<file path="src/rtl/gd_iter_ctrl.sv">
// Iteration controller for the gradient descent regressor: launches evaluations on the shared
// gradient/value unit, steps x by the returned x_diff and stops on convergence, limit or error.
module gd_iter_ctrl #(
    parameter int unsigned MAX_ITER = 256,
    parameter int unsigned ITER_W   = 16,
    parameter logic [31:0] TOL      = 32'h0000_0001,
    parameter int unsigned SETTLE   = 2,
    parameter int unsigned TIMEOUT  = 1024
) (
    input  logic              clk,
    input  logic              rst,
    input  logic              start,
    input  logic [31:0]       x_init,
    output logic              grad_start,
    output logic [31:0]       grad_x,
    input  logic              grad_done,
    input  logic [63:0]       grad_value,
    input  logic [31:0]       grad_x_diff,
    input  logic              grad_overflow,
    output logic              busy,
    output logic              done,
    output logic [31:0]       x_opt,
    output logic [63:0]       value_out,
    output logic [ITER_W-1:0] iter_count,
    output logic [1:0]        status,
    output logic              saturated
);

    localparam int unsigned CNT_W = $clog2(TIMEOUT + SETTLE + 1) + 1;

    typedef enum logic [2:0] {
        StIdle, StLaunch, StSettle, StWait, StUpdate, StDone
    } state_e;

    state_e              state_q, state_d;
    logic [31:0]         x_q, x_d;
    logic [31:0]         x_opt_q, x_opt_d;
    logic [63:0]         value_q, value_d;
    logic [31:0]         diff_q, diff_d;
    logic                ovf_q, ovf_d;
    logic [ITER_W-1:0]   iter_q, iter_d;
    logic [1:0]          status_q, status_d;
    logic                sat_q, sat_d;
    logic [CNT_W-1:0]    timer_q, timer_d;

    logic [32:0]         sub;
    logic [31:0]         x_sat;
    logic                clip;
    logic [31:0]         diff_abs;

    // x - x_diff in 33 bits; a mismatch of the top two bits means the result left the 32-bit range
    always_comb begin
        sub   = {x_q[31], x_q} - {diff_q[31], diff_q};
        clip  = sub[32] != sub[31];
        x_sat = clip ? (sub[32] ? 32'h8000_0000 : 32'h7FFF_FFFF) : sub[31:0];
        if (diff_q == 32'h8000_0000) begin
            diff_abs = 32'h7FFF_FFFF;
        end else if (diff_q[31]) begin
            diff_abs = -diff_q;
        end else begin
            diff_abs = diff_q;
        end
    end

    always_comb begin
        state_d  = state_q;
        x_d      = x_q;
        x_opt_d  = x_opt_q;
        value_d  = value_q;
        diff_d   = diff_q;
        ovf_d    = ovf_q;
        iter_d   = iter_q;
        status_d = status_q;
        sat_d    = sat_q;
        timer_d  = timer_q;
        unique case (state_q)
            StIdle: begin
                if (start) begin
                    x_d     = x_init;
                    iter_d  = '0;
                    sat_d   = 1'b0;
                    timer_d = '0;
                    state_d = StLaunch;
                end
            end
            StLaunch: begin
                timer_d = '0;
                state_d = (SETTLE == 0) ? StWait : StSettle;
            end
            StSettle: begin
                if (timer_q == CNT_W'(SETTLE - 1)) begin
                    timer_d = '0;
                    state_d = StWait;
                end else begin
                    timer_d = timer_q + 1'b1;
                end
            end
            StWait: begin
                if (grad_done) begin
                    value_d = grad_value;
                    diff_d  = grad_x_diff;
                    ovf_d   = grad_overflow;
                    iter_d  = iter_q + 1'b1;
                    state_d = StUpdate;
                end else if (timer_q == CNT_W'(TIMEOUT - 1)) begin
                    status_d = 2'b11;
                    state_d  = StDone;
                end else begin
                    timer_d = timer_q + 1'b1;
                end
            end
            StUpdate: begin
                if (ovf_q) begin
                    status_d = 2'b10;
                    state_d  = StDone;
                end else begin
                    x_d   = x_sat;
                    sat_d = sat_q | clip;
                    if (diff_abs <= TOL) begin
                        status_d = 2'b00;
                        state_d  = StDone;
                    end else if (iter_q == ITER_W'(MAX_ITER)) begin
                        status_d = 2'b01;
                        state_d  = StDone;
                    end else begin
                        state_d = StLaunch;
                    end
                end
            end
            StDone: begin
                state_d = StIdle;
            end
            default: begin
                state_d = StIdle;
            end
        endcase
        // Results are registered on the way into DONE so they are valid with the done pulse
        if (state_d == StDone && state_q != StDone) begin
            x_opt_d = x_d;
        end
    end

    always_ff @(posedge clk) begin
        if (rst) begin
            state_q  <= StIdle;
            x_q      <= '0;
            x_opt_q  <= '0;
            value_q  <= '0;
            diff_q   <= '0;
            ovf_q    <= 1'b0;
            iter_q   <= '0;
            status_q <= 2'b00;
            sat_q    <= 1'b0;
            timer_q  <= '0;
        end else begin
            state_q  <= state_d;
            x_q      <= x_d;
            x_opt_q  <= x_opt_d;
            value_q  <= value_d;
            diff_q   <= diff_d;
            ovf_q    <= ovf_d;
            iter_q   <= iter_d;
            status_q <= status_d;
            sat_q    <= sat_d;
            timer_q  <= timer_d;
        end
    end

    assign grad_start = state_q == StLaunch;
    assign grad_x     = x_q;
    assign busy       = state_q inside {StLaunch, StSettle, StWait, StUpdate};
    assign done       = state_q == StDone;
    assign x_opt      = x_opt_q;
    assign value_out  = value_q;
    assign iter_count = iter_q;
    assign status     = status_q;
    assign saturated  = sat_q;

endmodule

</file>
<file path="config.mk">
export PLATFORM = sky130hd
export DESIGN_NAME = gd_iter_ctrl
export DESIGN_NICKNAME = d
export VERILOG_FILES = /design/src/rtl/gd_iter_ctrl.sv
export SDC_FILE = /design/constraint.sdc
export NUM_CORES = 1
export LEC_CHECK = 0
export BUFFER_PORTS_ARGS = -buffer_cell sky130_fd_sc_hd__buf_2
export CORE_MARGIN = 4
export CORE_UTILIZATION = 58
export CTS_CLUSTER_DIAMETER = 60
export DETAILED_ROUTE_END_ITERATION = 7
export PLACE_DENSITY = 0.86
export RECOVER_POWER = 50
export SYNTH_ARGS = -nofsm -noshare
export SYNTH_HDL_FRONTEND = slang
export SYNTH_SLANG_ARGS = --single-unit
</file>
<file path="constraint.sdc">
create_clock -name clk -period 9.99 [get_ports clk]
set_input_delay 2.997 -clock clk [delete_from_list [all_inputs] [get_ports clk]]
set_output_delay 2.997 -clock clk [all_outputs]
set_load 0.05 [all_outputs]
</file>
==> results.toml <==
[worst_setup_path]
rr_worst_depth = 13
worst_path_dominant_cell_family = "buffers and inverters"
critical_path_cell_count = 4
critical_path_class = "in2reg"
arrival_ns = 7.28
cpPeakStageDelay_ns = 2.24
cp_cell_sequence = "clkbuf_1, clkinv_1, nand2_1, a211oi_1"
crit_buf_inv = 2
ff2ff_setup_slack_ns = 4.65
cp-start-kind = "input port"
required_time_of_the_critical_path_ns = 10.30
crit_fanout = 66
crit_slowest_cell = "clkbuf_1"
timing.critical_path.to_type = "flop"

[worst_hold_path]
worst_hold_path_type = "reg2reg"
hold_depth = 2

[clock_tree]
cts-root-to-sink-buffers = 2
number_of_cts_inserted_buffers = 17
clock_sinks = 195
clk-insertion-delay-late_ns = 0.45
cts-resized-gates = 0
postCtsHoldBufs = 0
clkTransAtPathRegs_ns = 0.08
root_buffer = "clkbuf_16"
cts.repair_timing.setup_buffer_count = 0
cts_tree = "yes"
htreeDepth = 4

[global_routing]
gr-usage-all-layers = 0.310
globalRouteOverflowTotal = 0
first_global_vias = 11009
antenna_found_initial = 0
grt_start_max_net_pins = 99
grt_first_pass_wirelength_um = 55000

[synthesis]
ys_warn_count = 0
synth_cell_type_count = 74
synth.cell_area_um2 = 11000
mapped_cells = 1442
async_flop_share = 0
synthFlopType = "dfxtp_1"
synth-seq-area-share = 0.356
post_synth_edffs = 0
syn_avg_cell_area_um2 = 7.60
synth.net_count = 1613
ff_latch_count_synth = 195

[drt]
drcViolationCount = 0
detail_route.vias_per_cell = 6.12
drt_iter0_drc = 1153
drt_first_pass_iters = 7
dr_total_vias = 11662
wirelength_um = 34400
detail-route-antenna-nets = 0
detail_route.wl_per_cell_um = 18.0

[sta]
fin_setup_tns_ns = 0
fin_worst_skew_ns = 0.0151
finalMaxSlewViolations = 210
worst_pin_slew_ns = 3.85
layout_worst_path_cycle_share = 0.699
slew-limit-headroom = -1.56
timing.fmax_mhz = 143
min_period_ns = 6.98
finalHoldViolations = 0
fin_hold_ws_ns = 0.454
report.final.setup_viol = 0
rsz0062_at_grt = "false"

[power_and_ir_drop]
cellPowerDensity_nw_per_um2 = 169
power_mw = 2.16
leakage_nw = 4.83
peakVddDrop_v = 0.000134

[cells_and_area]
design_area_um2 = 12800
proportion_of_layout_cells_with_a_drive_suffix_above_1 = 0.133
nets = 1830
areaGrowthSynthToFinish_pct = 16.5
fillCellCount = 1658
antennaDiodeCount = 0
final_core_util = 0.685

[floorplanning]
fp.coreArea_um2 = 18600
die_width_um = 145
design.die.area_um2 = 21200
num_rows = 50
die_h_um = 145
design.portCount = 283
initial_cell_density_of_the_core = 0.588

[placed_design]
gpl.final_weighted_congestion = 0.975
detailedPlacementHpwl_um = 25000
port_buffers = 282
placement.cell_area_um2 = 12400

[run_status]
violations = "capacitance limit, slew limit"
outcome = "complete, but fails checks"

[job]
timing.max_cap.violations = 3
## layout make-up
type | count | area (um^2) | share of cell area
clock buffer | 17 | 425 | 0.0333
clock inverter | 15 | 205 | 0.0161
inverter | 56 | 210 | 0.0165
multi-input combinational | 1098 | 6450 | 0.505
sequential | 195 | 3900 | 0.306
tap | 234 | 293 | 0.0229
timing repair buffer | 291 | 1290 | 0.101
## worst reg2reg max path: cells and delay by family (launching register included)
kind / cells / cell delay, ns
flip-flops: 1 / 0.37
buffers and inverters: 2 / 0.84
adder cells (fa/ha/maj): 1 / 0.24
AND/OR/NAND/NOR: 4 / 2.03
AO/OA/AOI/OAI: 6 / 1.78
## routing by layer
| layer | part of all wire | global-route usage | up-vias |
|---|---|---|---|
| li1 | - | - | 5543 |
| met1 | 0.39 | 0.375 | 5425 |
| met2 | 0.48 | 0.529 | 583 |
| met3 | 0.081 | 0.0679 | 111 |
| met4 | 0.043 | 0.143 | 0 |
| met5 | 0 | 0 | - |
## kinds of logic (layout without fill, tap and decap cells)
logic type | Yosys count | count (layout) | share of synthesized area
and+or+nand+nor | 577 | 577 | 0.239
AOI/OAI and AO/OA | 413 | 413 | 0.247
adders and majority gates | 38 | 38 | 0.0441
DFF | 195 | 195 | 0.356
xor gates and xnor gates | 52 | 52 | 0.0415
buffers and inverters | 149 | 379 | 0.0559
muxes | 18 | 18 | 0.0165
## state kept, by name (all words and copies together), names as in the netlist
name,flops
grad_x,32
x_opt,32
diff_q,32
ovf_q,1
value_out,64
iter_count,16
status,2
timer_q,12
state_q,3
saturated,1
## cells in the mapped netlist (all sizes together), types with 4 or more instances
cell type	count	area (um^2)
nand2	255	962
and3	12	75.1
nand4	21	131
nor2	133	499
o32ai	5	58.8
ha	37	463
o21ai	63	315
a31oi	10	62.6
inv	53	199
or4	12	93.8
a221oi	11	96.3
a311oi	8	108
o221ai	8	76.3
clkbuf	81	304
xnor2	24	210
o221a	9	101
buf	12	98.8
nor4	16	106
mux2i	17	170
o21bai	4	30.0
xor2	28	245
dfxtp	195	3900
or3	11	68.8
a21o	16	120
or2	10	62.6
nor3	26	130
nor2b	7	43.8
nor3b	11	82.6
nand2b	17	106
a211oi	29	283
a21oi	187	947
nand3	38	190
o31a	5	43.8
o21a	11	82.6
o211ai	10	75.1
a211o	4	35.0
o22ai	6	37.5
## worst paths after layout
| kind | to | from |
|---|---|---|
| min reg2reg | value_out[35]$_SDFFE_PP0P_ | value_out[35]$_SDFFE_PP0P_ |
| min | value_out[35]$_SDFFE_PP0P_ | value_out[35]$_SDFFE_PP0P_ |
| max | timer_q[1]$_SDFFE_PP0P_ | rst |
| max reg2reg | x_opt[22]$_SDFFE_PP0P_ | diff_q[1]$_SDFFE_PP0P_ |
## report_power, final
group / total, mW / internal, mW / switching (mW)
clock: 0.722 / 0.367 / 0.355
combinational: 0.607 / 0.210 / 0.398
sequential: 0.831 / 0.798 / 0.0327
total: 2.16 / 1.37 / 0.785
## placed cells by master, fill, tap and decap left out, types with 7 or more instances in the layout
master / instances
clkbuf_1: 151
dfxtp_1: 195
o221a_2: 9
buf_4: 8
nand2_1: 253
xor2_1: 28
a21o_1: 16
a211oi_2: 13
nor3b_1: 11
xnor2_1: 24
or4_1: 11
or2_2: 8
buf_2: 132
o21ai_0: 61
nand3_1: 38
a221oi_1: 11
nor2_1: 131
nand2b_1: 17
o21a_1: 11
clkbuf_16: 17
nand4_1: 21
a31oi_1: 10
or3_1: 11
a21oi_1: 186
mux2i_1: 17
ha_1: 37
a211oi_1: 16
nor3_1: 26
nor2b_1: 7
and3_1: 12
nor4_1: 16
inv_1: 53
o211ai_1: 10
o221ai_1: 7
## through the flow
stage | worst slack, ns | std cells
final | 3.01 | 1906
after floorplan | 5.08 | 1442
after global routing | 2.72 | 1906
after detailed placement | 4.62 | 1874
after global placement | 4.68 | 1874
after CTS | 5.07 | 1906
(Power assumes the default switching activity.)
